$ cat src/rtl/sccb_cfg_pkg.sv
// rtl/sccb_cfg_pkg.sv - shared state type, marker defaults and {reg,val} entry slicing
package sccb_cfg_pkg;

    typedef enum logic [2:0] {
        S_IDLE,
        S_FETCH,
        S_DECODE,
        S_WRITE,
        S_RESP,
        S_DELAY,
        S_FINISH,
        S_FAIL
    } state_t;

    localparam logic [15:0] DEF_END_MARK   = 16'hFFFF;
    localparam logic [15:0] DEF_DELAY_MARK = 16'hFFF0;

    // Entries are packed {reg, val}; val occupies the low val_w bits.
    function automatic logic [31:0] entry_val(input logic [63:0] entry, input int val_w);
        logic [63:0] mask;
        mask = (64'd1 << val_w) - 64'd1;
        return 32'(entry & mask);
    endfunction

    function automatic logic [31:0] entry_reg(input logic [63:0] entry, input int val_w);
        return 32'(entry >> val_w);
    endfunction

endpackage

$ cat src/rtl/sccb_cfg_delay_timer.sv
// rtl/sccb_cfg_delay_timer.sv - loadable down-counter for DELAY pauses and ROM latency waits
module sccb_cfg_delay_timer #(
    parameter int W = 20
) (
    input  logic         clk,
    input  logic         rst_n,
    input  logic         load,
    input  logic [W-1:0] load_val,
    output logic         expired
);

    logic [W-1:0] cnt;

    always_ff @(posedge clk or negedge rst_n) begin
        if (!rst_n) begin
            cnt <= '0;
        end else if (load) begin
            cnt <= load_val;
        end else if (cnt != '0) begin
            cnt <= cnt - 1'b1;
        end
    end

    assign expired = (cnt == '0);

endmodule

$ cat src/rtl/sccb_cfg_sequencer.sv
// rtl/sccb_cfg_sequencer.sv - walks a {reg,val} config ROM and issues SCCB writes
// Optional NACK retry enabled by CFG_RETRY_EN.
module sccb_cfg_sequencer
    import sccb_cfg_pkg::*;
#(
    parameter int ADDR_W    = 8,
    parameter int REG_W     = 8,
    parameter int VAL_W     = 8,
    parameter int ROM_LAT   = 1,
    parameter int DELAY_CYC = 1000000,
    parameter logic [REG_W+VAL_W-1:0] END_MARK   = (REG_W+VAL_W)'(DEF_END_MARK),
    parameter logic [REG_W+VAL_W-1:0] DELAY_MARK = (REG_W+VAL_W)'(DEF_DELAY_MARK),
    parameter int MAX_RETRY = 3
) (
    input  logic                   clk,
    input  logic                   rst_n,
    input  logic                   start,
    output logic [ADDR_W-1:0]      rom_addr,
    input  logic [REG_W+VAL_W-1:0] rom_data,
    output logic                   wr_valid,
    input  logic                   wr_ready,
    output logic [REG_W-1:0]       wr_reg,
    output logic [VAL_W-1:0]       wr_val,
    input  logic                   wr_done,
    input  logic                   wr_nack,
    output logic                   busy,
    output logic                   done,
    output logic                   error,
    output logic [ADDR_W:0]        wr_count
);

    localparam int TW = $clog2(DELAY_CYC + ROM_LAT + 1);
    localparam logic [ADDR_W-1:0] LAST_ADDR = '1;

    state_t        state, state_nx;
    logic          timer_load, timer_expired;
    logic [TW-1:0] timer_val;
    logic          clr_run, latch_wr, inc_addr, inc_count;
    logic          at_last;

`ifdef CFG_RETRY_EN
    localparam int RW = $clog2(MAX_RETRY + 2);
    localparam logic [RW-1:0] RETRY_LIMIT = RW'(MAX_RETRY);
    logic [RW-1:0] retry_cnt;
    logic          clr_retry, inc_retry;
`else
    logic unused_max_retry;
    assign unused_max_retry = |MAX_RETRY;
`endif

    assign at_last  = (rom_addr == LAST_ADDR);
    assign wr_valid = (state == S_WRITE);
    assign busy     = !(state inside {S_IDLE, S_FINISH, S_FAIL});

    sccb_cfg_delay_timer #(.W(TW)) u_timer (
        .clk      (clk),
        .rst_n    (rst_n),
        .load     (timer_load),
        .load_val (timer_val),
        .expired  (timer_expired)
    );

    always_ff @(posedge clk or negedge rst_n) begin
        if (!rst_n) begin
            state <= S_IDLE;
        end else begin
            state <= state_nx;
        end
    end

    always_comb begin
        state_nx   = state;
        timer_load = 1'b0;
        timer_val  = TW'(ROM_LAT - 1);
        clr_run    = 1'b0;
        latch_wr   = 1'b0;
        inc_addr   = 1'b0;
        inc_count  = 1'b0;
`ifdef CFG_RETRY_EN
        clr_retry  = 1'b0;
        inc_retry  = 1'b0;
`endif
        case (state)
            S_IDLE: begin
                if (start) begin
                    clr_run    = 1'b1;
                    timer_load = 1'b1;
                    state_nx   = S_FETCH;
                end
            end
            S_FETCH: begin
                if (timer_expired) state_nx = S_DECODE;
            end
            S_DECODE: begin
`ifdef CFG_RETRY_EN
                clr_retry = 1'b1;
`endif
                if (rom_data == END_MARK) begin
                    state_nx = S_FINISH;
                end else if (rom_data == DELAY_MARK) begin
                    timer_load = 1'b1;
                    timer_val  = TW'(DELAY_CYC - 1);
                    state_nx   = S_DELAY;
                end else begin
                    latch_wr = 1'b1;
                    state_nx = S_WRITE;
                end
            end
            S_WRITE: begin
                if (wr_ready) state_nx = S_RESP;
            end
            S_RESP: begin
                if (wr_done) begin
                    if (!wr_nack) begin
                        inc_count = 1'b1;
                        if (at_last) begin
                            state_nx = S_FINISH;
                        end else begin
                            inc_addr   = 1'b1;
                            timer_load = 1'b1;
                            state_nx   = S_FETCH;
                        end
                    end else begin
`ifdef CFG_RETRY_EN
                        if (retry_cnt < RETRY_LIMIT) begin
                            inc_retry = 1'b1;
                            state_nx  = S_WRITE;
                        end else begin
                            state_nx = S_FAIL;
                        end
`else
                        state_nx = S_FAIL;
`endif
                    end
                end
            end
            S_DELAY: begin
                if (timer_expired) begin
                    if (at_last) begin
                        state_nx = S_FINISH;
                    end else begin
                        inc_addr   = 1'b1;
                        timer_load = 1'b1;
                        state_nx   = S_FETCH;
                    end
                end
            end
            S_FINISH: state_nx = S_IDLE;
            S_FAIL:   state_nx = S_IDLE;
            default:  state_nx = S_IDLE;
        endcase
    end

    // rom_addr is left on the failing entry so software can report it.
    always_ff @(posedge clk or negedge rst_n) begin
        if (!rst_n) begin
            rom_addr <= '0;
            wr_reg   <= '0;
            wr_val   <= '0;
            wr_count <= '0;
            done     <= 1'b0;
            error    <= 1'b0;
        end else begin
            if (clr_run) begin
                rom_addr <= '0;
                wr_count <= '0;
                done     <= 1'b0;
                error    <= 1'b0;
            end
            if (inc_addr)  rom_addr <= rom_addr + 1'b1;
            if (inc_count) wr_count <= wr_count + 1'b1;
            if (latch_wr) begin
                wr_reg <= REG_W'(entry_reg(64'(rom_data), VAL_W));
                wr_val <= VAL_W'(entry_val(64'(rom_data), VAL_W));
            end
            if (state_nx == S_FINISH) done  <= 1'b1;
            if (state_nx == S_FAIL)   error <= 1'b1;
        end
    end

`ifdef CFG_RETRY_EN
    always_ff @(posedge clk or negedge rst_n) begin
        if (!rst_n) begin
            retry_cnt <= '0;
        end else if (clr_retry) begin
            retry_cnt <= '0;
        end else if (inc_retry) begin
            retry_cnt <= retry_cnt + 1'b1;
        end
    end
`endif

endmodule
$ cat config.mk
export PLATFORM = sky130hd
export DESIGN_NAME = sccb_cfg_sequencer
export DESIGN_NICKNAME = d
export VERILOG_FILES = /design/src/rtl/sccb_cfg_pkg.sv /design/src/rtl/sccb_cfg_delay_timer.sv /design/src/rtl/sccb_cfg_sequencer.sv
export SDC_FILE = /design/constraint.sdc
export NUM_CORES = 1
export LEC_CHECK = 0
export ABC_AREA = 0
export CAP_MARGIN = 20
export CORE_MARGIN = 2
export CORE_UTILIZATION = 28
export DETAILED_ROUTE_END_ITERATION = 7
export GPL_TIMING_DRIVEN = 0
export PLACE_DENSITY_LB_ADDON = 0.05
export SYNTH_ARGS = -nofsm -noshare
export SYNTH_HDL_FRONTEND = slang
export SYNTH_SLANG_ARGS = --single-unit
$ cat constraint.sdc
create_clock -name clk -period 3.4 [get_ports clk]
set_clock_uncertainty 0.15 [all_clocks]
set_input_delay 0.68 -clock clk [delete_from_list [all_inputs] [get_ports clk]]
set_output_delay 0.68 -clock clk [all_outputs]
set_load 0.005 [all_outputs]
# [After elaboration in Yosys (flattened, before gate mapping)]
# Index checks and enable logic that the tools add are counted.
# W data, S select, Z words.
[classes] n_div=0 bitwise=0 mul=0 mux=38 magnitude_cmp=0 n_reduce_logical=11 n_shift=0 addsub=3 n_eq_ne=12
[op_table] operator="$mux W20" n=5
[op_table] operator="$eq A16 B16 Y1 const B" n=2
[op_table] operator="$mux W3" n=9
[op_table] operator="$pmux W3 S7" n=1
[op_table] operator="$logic_not A20 Y1" n=1
[op_table] operator="$reduce_bool A20 Y1" n=1
[op_table] operator="$sub A20 B1 Y20 const B" n=1
[op_table] operator="$eq A3 B3 Y1 const B" n=6
[op_table] operator="$mux W9" n=2
[op_table] operator="$mux W1" n=17
[op_table] operator="$mux W8" n=2
[op_table] operator="$reduce_bool A2 Y1" n=5
[op_table] operator="$add A9 B1 Y9 const B" n=1
[op_table] operator="$add A8 B1 Y8 const B" n=1
[op_table] operator="$eq A8 B8 Y1 const B" n=1
[op_table] operator="$eq A3 B2 Y1 const B" n=2
[op_table] operator="$pmux W1 S4" n=1
[op_table] operator="$eq A3 B1 Y1 const B" n=1
[op_table] operator="$logic_not A3 Y1" n=1
[op_table] operator="$reduce_bool A3 Y1" n=1
[op_table] operator="$pmux W1 S2" n=1
[op_table] operator="$reduce_or A2 Y1" n=1
[op_table] operator="$logic_not A1 Y1" n=1
[word_totals] latch_bits=0 ram_bits=0 rom_bits=0 memories=0 in_bits=22 register_bits=58 output_inout_bits=37

# [Longest topological paths before layout]
# Gate-level depths: netlist of run 1.
[logic_depth] ltp_word=7 depth_mapped=9 depth_no_buf=8

# [Modules after synthesis]
# From an unflattened synthesis of run 1, not the netlist that was laid out.
[hier_totals] cells_unflattened=302 area_unflattened_um2=3188.1
[modules_own_cells] module="sccb_cfg_sequencer" seq_area_each_um2=950.9 cells_each=179 instances=1 area_per_inst_um2=1985.7
[modules_own_cells] module="sccb_cfg_delay_timer" seq_area_each_um2=500.5 cells_each=123 instances=1 area_per_inst_um2=1202.4

# [Worst setup path before layout of run 1]
# OpenSTA, ideal clock, no wires.
[synth_path] path_kind="input to register" from="in rom_data[2]" to="reg wr_reg[2]" arrival_ns=2.329 path_buffers=1 stages=5 t_required_ns=3.125 slack_ns=0.796 cell_sequence="and4_1 -> or2_2 -> a21oi_1 -> clkbuf_1 -> mux2_2"
[synth_via] elab_chain_cells=4
[synth_lines] item="from (decl)" line="sccb_cfg_sequencer.sv:19" text="input logic [REG_W+VAL_W-1:0] rom_data,"
[synth_lines] item="$eq A16 B16 Y1" line="sccb_cfg_sequencer.sv:100" text="end else if (rom_data == DELAY_MARK) begin"
[synth_lines] item="$mux W1" line="sccb_cfg_sequencer.sv:100"
[synth_lines] item="$mux W1 *" line="sccb_cfg_sequencer.sv:98" text="if (rom_data == END_MARK) begin"
[synth_lines] item="$mux W1 *" line="sccb_cfg_sequencer.sv:83" text="case (state)"
[synth_lines] item="to (signal assigned)" line="sccb_cfg_sequencer.sv:173" text="wr_reg <= REG_W'(entry_reg(64'(rom_data), VAL_W));"
[synth_lines] item="to (decl)" line="sccb_cfg_sequencer.sv:22" text="output logic [REG_W-1:0] wr_reg,"
# Every way passes the cells marked *; elsewhere a longest branch is shown, timed or not.
# A chain may end at the register's enable or synchronous reset.

# [Worst setup path after layout of run 1]
[layout_path] from="in rom_data[2]" to="reg wr_val[0]"
[layout_via] elab_chain_cells=4
[layout_lines] item="$eq A16 B16 Y1" line="sccb_cfg_sequencer.sv:100"
[layout_lines] item="$mux W1" line="sccb_cfg_sequencer.sv:100"
[layout_lines] item="$mux W1 *" line="sccb_cfg_sequencer.sv:98"
[layout_lines] item="$mux W1 *" line="sccb_cfg_sequencer.sv:83"
[layout_lines] item="to (signal assigned)" line="sccb_cfg_sequencer.sv:174" text="wr_val <= VAL_W'(entry_val(64'(rom_data), VAL_W));"
[layout_lines] item="to (decl)" line="sccb_cfg_sequencer.sv:23" text="output logic [VAL_W-1:0] wr_val,"
# Marks and branches as above.

==> results of run 1 <==
area by class of cell:
type | instances | share of cell area (%)
Multi-Input combinational cell | 227 | 36.48
Inverter | 5 | 0.4829
Clock inverter | 2 | 0.9015
Clock buffer | 13 | 4.346
Sequential cell | 58 | 37.35
Buffer | 7 | 1.191
Tap cell | 136 | 4.379
Timing Repair Buffer | 58 | 14.87
power groups by stage:
stage	combinational, mW	clock [mW]	sequential, mW
floorplan	0.576	0	1.08
global placement	0.986	0	1.10
detailed placement	0.983	0	1.11
CTS	0.989	0.694	1.10
global route	1.09	0.732	1.13
finish	0.970	0.665	1.10
per-stage QoR:
step / std cells / setup TNS, ps / cell area (um^2)
6_report: 506 / 0 / 3886
4_1_cts: 506 / 0 / 3886
2_1_floorplan: 297 / 0 / 2934
3_5_place_dp: 491 / -783.6 / 3682
5_1_grt: 506 / 0 / 3886
3_3_place_gp: 491 / -38750 / 3685
cell usage after synthesis (2+ instances only):
cell,n
sky130_fd_sc_hd__a21oi_1,22
sky130_fd_sc_hd__a31oi_1,5
sky130_fd_sc_hd__and3_1,8
sky130_fd_sc_hd__clkbuf_1,4
sky130_fd_sc_hd__dfrtp_1,58
sky130_fd_sc_hd__ha_1,3
sky130_fd_sc_hd__inv_1,5
sky130_fd_sc_hd__mux2_2,16
sky130_fd_sc_hd__nand2_1,37
sky130_fd_sc_hd__nand2b_1,4
sky130_fd_sc_hd__nand3_1,13
sky130_fd_sc_hd__nand4_1,8
sky130_fd_sc_hd__nor2_1,21
sky130_fd_sc_hd__nor2b_1,2
sky130_fd_sc_hd__nor3_1,12
sky130_fd_sc_hd__nor3b_1,2
sky130_fd_sc_hd__nor4_1,3
sky130_fd_sc_hd__o21ai_0,18
sky130_fd_sc_hd__o21ai_1,4
sky130_fd_sc_hd__o31ai_1,3
sky130_fd_sc_hd__or2_2,2
sky130_fd_sc_hd__or3_1,4
sky130_fd_sc_hd__or4_1,3
sky130_fd_sc_hd__xnor2_1,7
sky130_fd_sc_hd__xor2_1,10
cells by family (layout without fill, tap and decap cells):
group           count (synthesis)  in the layout
buf+inv                        12             85
mux                            16             16
flops                          58             58
simple gates                  128            128
xor+xnor                       17             17
compound gates                 63             63
fa+ha+maj                       3              3
routing by layer:
| metal | share of wire [%] | global-route usage (%) | vias up |
|---|---|---|---|
| met5 | 0 | 0 | - |
| met4 | 1.1 | 4.511 | 0 |
| met3 | 4.9 | 4.598 | 8 |
| met2 | 46 | 22.62 | 52 |
| met1 | 48 | 18.04 | 1150 |
| li1 | - | - | 1210 |
how the worst min path moves through the flow:
stage	to	slack [ps]	cells past startpoint
3_5_place_dp	wr_count[8]$_DFFE_PN0P_	340	1
2_1_floorplan	done$_DFFE_PN0P_	230	0
6_report	rom_addr[5]$_DFFE_PN0P_	270	1
4_1_cts	done$_DFFE_PN0P_	310	1
3_3_place_gp	wr_count[8]$_DFFE_PN0P_	340	1
5_1_grt	rom_addr[5]$_DFFE_PN0P_	330	1
==> impl_metrics.yaml, run 1 <==
cts:
  tritoncts_clock_tree: "done"
  clock_buffer_depth: 2
  number_of_clock_buffers_inserted_by_tritoncts: 9
  cts_sinks: 58
  worst_skew_pair.late_latency_ps: 340
  hold_buffers: 0
  post_cts_resized: 0
  clk_pin_slew_worst_paths_ps: 60
  cts_setup_buffers: 0
  cts-root-buf: "sky130_fd_sc_hd__clkbuf_8"
  cts.htree.levels: 3
final_layout:
  synth_to_final_area_change_pct: 32.45
  final_layout_size_suffix_gt1_share_pct: 12.43
  seq_area_mm2: 0.001451
  nets: 391
  num_antenna_cells: 0
  layout_top_registers: "u_timer.cnt: 20 flops, wr_count: 9 flops"
  registers.top_by_ff_count: "u_timer.cnt"
  most_used_cells_in_the_layout_excluding_fill_and_tap_cells: "sky130_fd_sc_hd__dfrtp_1 (58), sky130_fd_sc_hd__clkdlybuf4s50_1 (57), sky130_fd_sc_hd__nand2_1 (37), sky130_fd_sc_hd__a21oi_1 (22), sky130_fd_sc_hd__nor2_1 (21)"
  multiInputGateArea_mm2: 0.001418
  finish.utilization_pct: 37.98
  layout.filler_cells: 1060
  final_common_cell: "sky130_fd_sc_hd__dfrtp_1"
  largest_register_ffs: 20
power:
  pwr-share-seq_pct: 40.1
  report.power.total_mw: 2.731
  power-per-cell-area_mw_per_mm2: 702.8
  p_switching_mw: 0.8818
  worst_ir_drop_vdd_mv: 0.2322
  p_clk_share_pct: 24.3
  power_frac_comb_pct: 35.5
  p_leak_nw: 1.657
  switching_share_pct: 32.29
  cell_internal_power_mw: 1.850
critical_path:
  cp_num_cells: 6
  timing.critical_path.to: "wr_val[0]$_DFFE_PN0P_"
  critical_path.reg2reg.endpoint: "u_timer.cnt[1]$_DFFE_PN0P_"
  cp_data_required_time_ps: 3470
  timing.critical_path.cells: "clkdlybuf4s50_1 > and4_1 > or2_2 > a21oi_1 > clkbuf_1 > mux2_2"
  timing.rr.start: "u_timer.cnt[0]$_DFFE_PN0P_"
  worstRegToRegCells: 9
  kind_of_end_point_of_the_critical_path: "flip-flop"
  critical-path-slowest-cell: "sky130_fd_sc_hd__a21oi_1"
  timing.critical_path.from_type: "input pin"
  crit_buf_inv: 2
  max_stage_delay_ps: 540
  timing.critical_path.fanout_max: 10
  regToRegSetupSlack_ps: 660
  crit_start: "rom_data[2]"
  critical-path-top-delay-family: "buffers and inverters"
  worstSetupPathType: "in2reg"
  worstPathArrival_ps: 3120
yosys:
  synth_ff_type: "sky130_fd_sc_hd__dfrtp_1"
  synth-warning-count: 0
  syn_inst: 297
  synth_xor_xnor_area_share_pct: 5.075
  synth_top_cell_area_share_pct: 49.47
  net_count_after_synthesis: 322
  synth_adder_area_share_pct: 1.279
  ys_ff_latch: 58
  post_synth_instance_area_mm2: 0.002934
  netlist.top_cell.by_area: "sky130_fd_sc_hd__dfrtp_1"
  combinational_family_with_the_most_area_after_synthesis: "simple AND/OR/NAND/NOR gates"
  share_of_synthesized_area_occupied_by_flip_flops_and_latches_pct: 49.47
  synth_area_per_cell_um2: 9.879
  synth_compound_area_share_pct: 13.48
  synth_simple_gate_area_share_pct: 22.35
  synthMuxAreaShare_pct: 6.141
  synth.area.top_cells: "sky130_fd_sc_hd__dfrtp_1 (49%), sky130_fd_sc_hd__mux2_2 (6.1%), sky130_fd_sc_hd__nand2_1 (4.7%), sky130_fd_sc_hd__a21oi_1 (3.8%), sky130_fd_sc_hd__o21ai_0 (3.1%)"
  synthArstFlopShare_pct: 100.0
  synth_edf_count: 0
  ys_types: 48
place:
  dpl.hpwl_mm: 5.276
  gp_congestion: 0.7426
  dp_worst_setup_slack_ps: -82.76
  buffer_ports.inserted: 58
sta:
  achievable-frequency_mhz: 327.6
  hold_viol: 0
  rsz_0062_raised_after_global_routing: "false"
  layout_worst_path_cycle_share_pct: 89.77
  final_number_of_setup_violating_endpoints: 0
  final_max_slew_viol_count: 0
  tightestPinTransition_ps: 777.1
  worst_hold_slack_ps: 272.0
  worst_slew_margin_rel_pct: 48.19
  min_period_ps: 3052
  setup_slack_ps: 347.9
detailed_routing:
  vias: 2420
  postRouteWirelength_mm: 7.455
  detailedRoute.firstPassIterationCount: 4
  drt.antenna.violating_nets: 0
  vias_per_cell: 4.783
  routed_wire_length_per_instance_um: 14.73
  first_iter_violations: 81
  drc_errors: 0
worst_hold_path:
  worst_hold_path_type: "in2async"
die:
  core_mm2: 0.01023
  io-pin-count: 59
  die_h_um: 106.4
  floorplan.initialDensity_pct: 28.68
  dieArea_mm2: 0.01131
  floorplan.die.width_um: 106.4
  row_count: 37
global_routing:
  pin_count_of_the_biggest_net_entering_global_routing: 59
  grt_first_pass_wirelength_mm: 12.48
  grt_remaining_overflow: 0
  global_route.usage.total_pct: 14.13
  first_global_vias: 2467
  initial_antenna_violation_count: 0
run:
  drv_cap: 0
run_status:
  status: "completed"
No activity file was read; power rests on OpenSTA's default activity.
==> run 2: changes to the inputs <==
--- a/config.mk
+++ b/config.mk
@@ -6,7 +6,7 @@
 export NUM_CORES = 1
 export LEC_CHECK = 0
 export ABC_AREA = 0
-export CAP_MARGIN = 20
+export CAP_MARGIN = 30
 export CORE_MARGIN = 2
 export CORE_UTILIZATION = 28
 export DETAILED_ROUTE_END_ITERATION = 7
==> results of run 2 <==
The final DEF is identical to that of run 1; final timing and power are the same.
==> RTL change 1, RTL diff (settings of run 1) <==
Register the output `wr_count` once more, with the module's reset; this adds one clock of latency there. The other outputs are not delayed to match.
--- a/src/rtl/sccb_cfg_sequencer.sv
+++ b/src/rtl/sccb_cfg_sequencer.sv
@@ -34,2 +34,4 @@
 
+    logic [ADDR_W:0] wr_count_s0;
+
     state_t        state, state_nx;
@@ -159,3 +161,3 @@
             wr_val   <= '0;
-            wr_count <= '0;
+            wr_count_s0 <= '0;
             done     <= 1'b0;
@@ -165,3 +167,3 @@
                 rom_addr <= '0;
-                wr_count <= '0;
+                wr_count_s0 <= '0;
                 done     <= 1'b0;
@@ -170,3 +172,3 @@
             if (inc_addr)  rom_addr <= rom_addr + 1'b1;
-            if (inc_count) wr_count <= wr_count + 1'b1;
+            if (inc_count) wr_count_s0 <= wr_count_s0 + 1'b1;
             if (latch_wr) begin
@@ -192,2 +194,10 @@
 
+    always_ff @(posedge clk or negedge rst_n) begin
+        if (!rst_n) begin
+            wr_count <= '0;
+        end else begin
+            wr_count <= wr_count_s0;
+        end
+    end
+
 endmodule
Check against the original RTL: not equivalent (a bounded check fails within 10 cycles, from zero or initial values and one cycle with rst_n low).
==> RTL change 1 against run 1 <==
Utilization hardly changed. Sequential cell count rose by 9. Critical endpoint is now wr_reg[6]. Critical path type unchanged. Final area is 10% higher. Routed wire length rose by 2.8%. Worst setup slack improved by 0.15 ns. Largest cell class unchanged. Total power grew 16%. Synthesized area increased by 9.1%.
==> RTL change 1: results (changes against run 1) <==
----------------------------------------------------
[Logic synthesis]
  Ranking of synthesized cells by area ... dfrtp_1 52%, mux2_2 5.6%, nand2_1 3.9%, nor2_1 3.4%, xnor2_1 2.7% (was dfrtp_1 49%, mux2_2 6.1%, nand2_1 4.7%, a21oi_1 3.8%, o21ai_0 3.1%)
  Post-synthesis cell type count ... 51 (was 48)
  Multiplexer area fraction after synthesis ... 6.25% (was 6.14%)
  Share of the synthesized area in compound gates (AO/OA/AOI/OAI) ... 11.2% (was 13.5%)
  Synthesized-area fraction occupied by xor and xnor cells ... 4.10% (was 5.07%)
  Leading cell types by count after synthesis ... 67 x dfrtp_1, 33 x nand2_1, 29 x nor2_1 (was 58 x dfrtp_1, 37 x nand2_1, 22 x a21oi_1)
  Per-instance average area after synthesis ... 10.4 sq um (was 9.88 sq um)
  Sequential fraction of the synthesis area ... 52.4% (was 49.5%)
  Number of nets produced by synthesis ... 334 (was 322)
  Area share of fa/ha/maj cells after synthesis ... 1.17% (was 1.28%)

[Global routing]
  Total GRT Usage ... 13.4% (was 14.1%)
  Wire length of the first global-routing pass ... 12900 um (was 12500 um)
  Number of global-route vias before repair ... 2574 (was 2467)
  Maximum number of pins on one net before global-route repair ... 42 (was 59)

[Placement]
  DPL Wire Length ... 5520 um (was 5280 um)
  Placed insts ... 511 (was 491)
  Total placed instance area ... 3990 sq um (was 3680 sq um)
  Final weighted congestion of routability-driven global placement ... 0.758 (was 0.743)
  Pre-CTS worst setup slack ... 0.129 ns (was -0.0828 ns)

[Clock tree]
  Number of post-CTS setup repair buffers ... 0 (unchanged)
  Reg clk slew, reported paths ... roughly 0.050 ns
  Htree depth ... 3 (unchanged)
  Clock buffers created by TritonCTS ... 9 (unchanged)
  Post-cts gate resize count ... 0 (unchanged)
  Clk Tree Root Cell ... clkbuf_16 (was clkbuf_8)
  Later-pin clock latency in the skew report ... about 0.33 ns

[Routing]
  Initial detailed-routing violation count ... 83 (was 81)
  Detailed Routing Iterations Pass 1 ... 4 (unchanged)
  Detailed-route wire length per cell ... 14.5 um (was 14.7 um)
  Remaining routing DRC violations ... 0 (unchanged)
  Vias after detailed routing ... 2570 (was 2420)

[Layout]
  Fin nets ... 404 (was 391)
  Final std cells w/o fill ... 527 (was 506)
  Biggest regs ... u_timer.cnt x20, wr_count x9, wr_count_s0 x9 (was u_timer.cnt x20, wr_count x9)
  Fraction of final layout cells sized beyond drive strength 1 ... 12.0% (was 12.4%)

[STA]
  Measured slew at the worst slew-check pin ... 0.669 ns (was 0.777 ns)

[Status]
  Result of the run ... finished clean (unchanged)

[Worst setup path]
  R2r worst-path depth ... 9 (unchanged)
  Maximum cell stage delay along the critical path ... 0.56 ns (was 0.54 ns)
  Arrival time at the worst endpoint ... 2.97 ns (was 3.12 ns)

[Pwr]
  Peak supply drop ... 0.377 mV (was 0.232 mV)
  Leak pwr ... 0.00180 uW (was 0.00166 uW)

[Min path]
  Class of the tightest hold or removal check ... in2async (unchanged)

[Flow run]
  Max-Cap Viols ... 0 (unchanged)

----------------------------------------------------
==> RTL change 1: changes by cell type after synthesis, sizes merged, moves of 4 or more <==
| cell | change |
|---|---|
| dfrtp | +9 |
| nor2 | +8 |
| a21oi | -6 |
| o21ai | -6 |
| nand4 | +5 |
| xor2 | -5 |
| and3 | -4 |
| nand2 | -4 |
| nor3 | -4 |
| nor4 | +4 |
==> RTL change 1: cells by family after synthesis <==
logic type	count (synthesis)
AND/OR/NAND/NOR	137
flip-flops	67
AO/OA/AOI/OAI	55
multiplexers	18
XOR/XNOR	15
buffers and inverters	14
adder cells (fa/ha/maj)	3
==> RTL change 1: cell type report <==
type	count	area (sq um)
Buffer	9	46.3
Clock buffer	15	288
Clock inverter	1	5.00
Fill cell	1132	6990
Inverter	5	18.8
Multi-Input combinational cell	228	1460
Sequential cell	67	1680
Tap cell	143	179
Timing Repair Buffer	59	606
==> RTL change 1: path summary, 6_finish.rpt <==
check | slack [ns] | end
worst max-delay path | 0.50 | wr_reg[6]
worst min-delay path | 0.12 | u_timer.cnt[3]
worst max register to register | 0.68 | rom_addr[7]
worst min register to register | 0.25 | wr_count[8]
max in group asynchronous | 2.45 | wr_count_s0[0]
min in group clk | 0.25 | wr_count[8]
==> RTL change 1: per-layer routing <==
layer  part of all wire (%)  track usage, %
met1                     49            17.4
met2                     45            20.2
met3                    4.3            5.03
met4                    1.7            5.25
met5                      0               0
==> RTL change 1: report_power, final <==
part	internal [uW]	total (uW)	leakage, uW	switching (uW)
logic	575	1050	0.000782	476
registers	1020	1210	0.000876	191
clock network	572	902	0.000146	330
==> RTL change 1: worst max-delay path, delay by kind of cell <==
kind                   cells  cell delay (ns)
muxes                      1             0.36
AOI/OAI and AO/OA          1             0.56
buffers and inverters      2             0.81
and+or+nand+nor            2             0.55
==> RTL change 2, RTL diff (config.mk and constraints of run 1) <==
Without the edit above. Set the parameter `VAL_W` to 12 (it was 8).
--- a/src/rtl/sccb_cfg_sequencer.sv
+++ b/src/rtl/sccb_cfg_sequencer.sv
@@ -7,3 +7,3 @@
     parameter int REG_W     = 8,
-    parameter int VAL_W     = 8,
+    parameter int VAL_W     = 12,
     parameter int ROM_LAT   = 1,
Ports: changed (resized rom_data and wr_val); port bits go from 59 to 67. The function was not compared with the original's and may differ.
==> RTL change 2 against run 1 <==
Fmax is 7.5% higher. Final area grew 12%. Synthesized area grew 10%. Routed wire length rose by 14%. Combinational power increased by 28%. Highest routed layer unchanged. Worst setup slack better by 0.21 ns. Non-clock buffer count increased by 14. Total power rose by 22%. Sequential cell count increased by 4.
==> RTL change 2: results (changes against run 1) <==
----------------------------------------------------
[Status]
  Result of the run ... finished clean (unchanged)

[Global routing]
  Total GRT Usage ... 14.6% (was 14.1%)
  Wire length of the first global-routing pass ... 14200 um (was 12500 um)
  Number of global-route vias before repair ... 2760 (was 2467)

[Clock tree]
  Clk Tree Root Cell ... clkbuf_16 (was clkbuf_8)

[Min path]
  Class of the tightest hold or removal check ... in2async (unchanged)

[Placement]
  Final weighted congestion of routability-driven global placement ... 0.734 (was 0.743)
  Number of buffers added on ports ... 66 (was 58)
  Placed insts ... 522 (was 491)
  Pre-CTS worst setup slack ... 0.204 ns (was -0.0828 ns)

[Routing]
  Via density ... 4.94 (was 4.78)
  Routed WL ... 8460 um (was 7460 um)
  Met2 wire len ... 3730 um (was 3450 um)
  Met3 wire length ... 602 um (was 368 um)
  Vias after detailed routing ... 2659 (was 2420)

[Layout]
  Fraction of final layout cells sized beyond drive strength 1 ... 13.7% (was 12.4%)
  Fin nets ... 419 (was 391)
  Biggest regs ... u_timer.cnt x20, wr_val x12, wr_count x9 (was u_timer.cnt x20, wr_count x9)
  N_diodes ... 0 (unchanged)
  Fillers ... 1164 (was 1060)

[Logic synthesis]
  Number of nets produced by synthesis ... 341 (was 322)
  Post-synthesis cell type count ... 56 (was 48)
  Leading cell types by count after synthesis ... 62 x dfrtp_1, 25 x nor2_1, 23 x o21ai_0 (was 58 x dfrtp_1, 37 x nand2_1, 22 x a21oi_1)
  Cells after Synth ... 312 (was 297)
  Ranking of synthesized cells by area ... dfrtp_1 48%, mux2_2 7.3%, o21ai_0 3.6%, nor2_1 2.9%, xnor2_1 2.7% (was dfrtp_1 49%, mux2_2 6.1%, nand2_1 4.7%, a21oi_1 3.8%, o21ai_0 3.1%)
  Sequential fraction of the synthesis area ... 47.9% (was 49.5%)

[Worst setup path]
  Master of the slowest instance on the critical path ... nand4_1 (was a21oi_1)
  Arrival time at the worst endpoint ... 2.94 ns (was 3.12 ns)
  Maximum cell stage delay along the critical path ... 0.52 ns (was 0.54 ns)
  R2r worst-path depth ... 8 (was 9)

[Pwr]
  Peak supply drop ... 0.360 mV (was 0.232 mV)
  Leak pwr ... 0.00181 uW (was 0.00166 uW)

[STA]
  Measured slew at the worst slew-check pin ... 0.832 ns (was 0.777 ns)

----------------------------------------------------
==> RTL change 2: routing by layer <==
layer	GRT usage, %	vias up
li1	-	1312
met1	18.7	1273
met2	22.2	67
met3	7.19	7
met4	3.95	0
met5	0	-
==> RTL change 2: cell families after synthesis <==
group | count (synthesis) | synth area share [%]
simple gates | 123 | 22.1
compound gates | 63 | 13.3
flops | 62 | 47.9
mux | 25 | 8.53
buf+inv | 19 | 2.47
xor+xnor | 17 | 4.59
fa+ha+maj | 3 | 1.16
==> RTL change 2: path summary, 6_finish.rpt <==
check,startpoint,endpoint,slack (ns)
setup / recovery,u_timer.cnt[0],u_timer.cnt[0],0.56
max in group asynchronous,rst_n,wr_count[5],2.26
setup reg to reg,u_timer.cnt[0],u_timer.cnt[0],0.56
min in group clk,wr_count[8],wr_count[8],0.33
hold / removal,rst_n,u_timer.cnt[10],0.30
hold reg to reg,wr_count[8],wr_count[8],0.33
==> RTL change 2: power by group <==
part | internal, uW | switching, uW
clock | 509 | 329
sequential | 1010 | 229
combinational | 715 | 529
==> RTL change 2: area by class of cell <==
cell class | instances | share of cell area (%)
multi-input cells | 231 | 37.0
flip-flops and latches | 62 | 35.6
repair buffers | 67 | 15.2
clock buffers | 12 | 5.66
well taps | 143 | 4.11
plain buffers | 12 | 1.24
inverters | 7 | 0.604
clock inverters | 4 | 0.517
==> RTL change 2: through the flow <==
stage	hold WS [ns]	power [uW]	cell area, sq um	TNS [ns]
after floorplan	0.234	1920	3240	0
after global placement	0.316	2500	4080	-53.44
after global routing	0.347	3590	4350	0
after detailed placement	0.326	2510	4080	0
final	0.303	3320	4350	0
after CTS	0.334	3380	4350	0
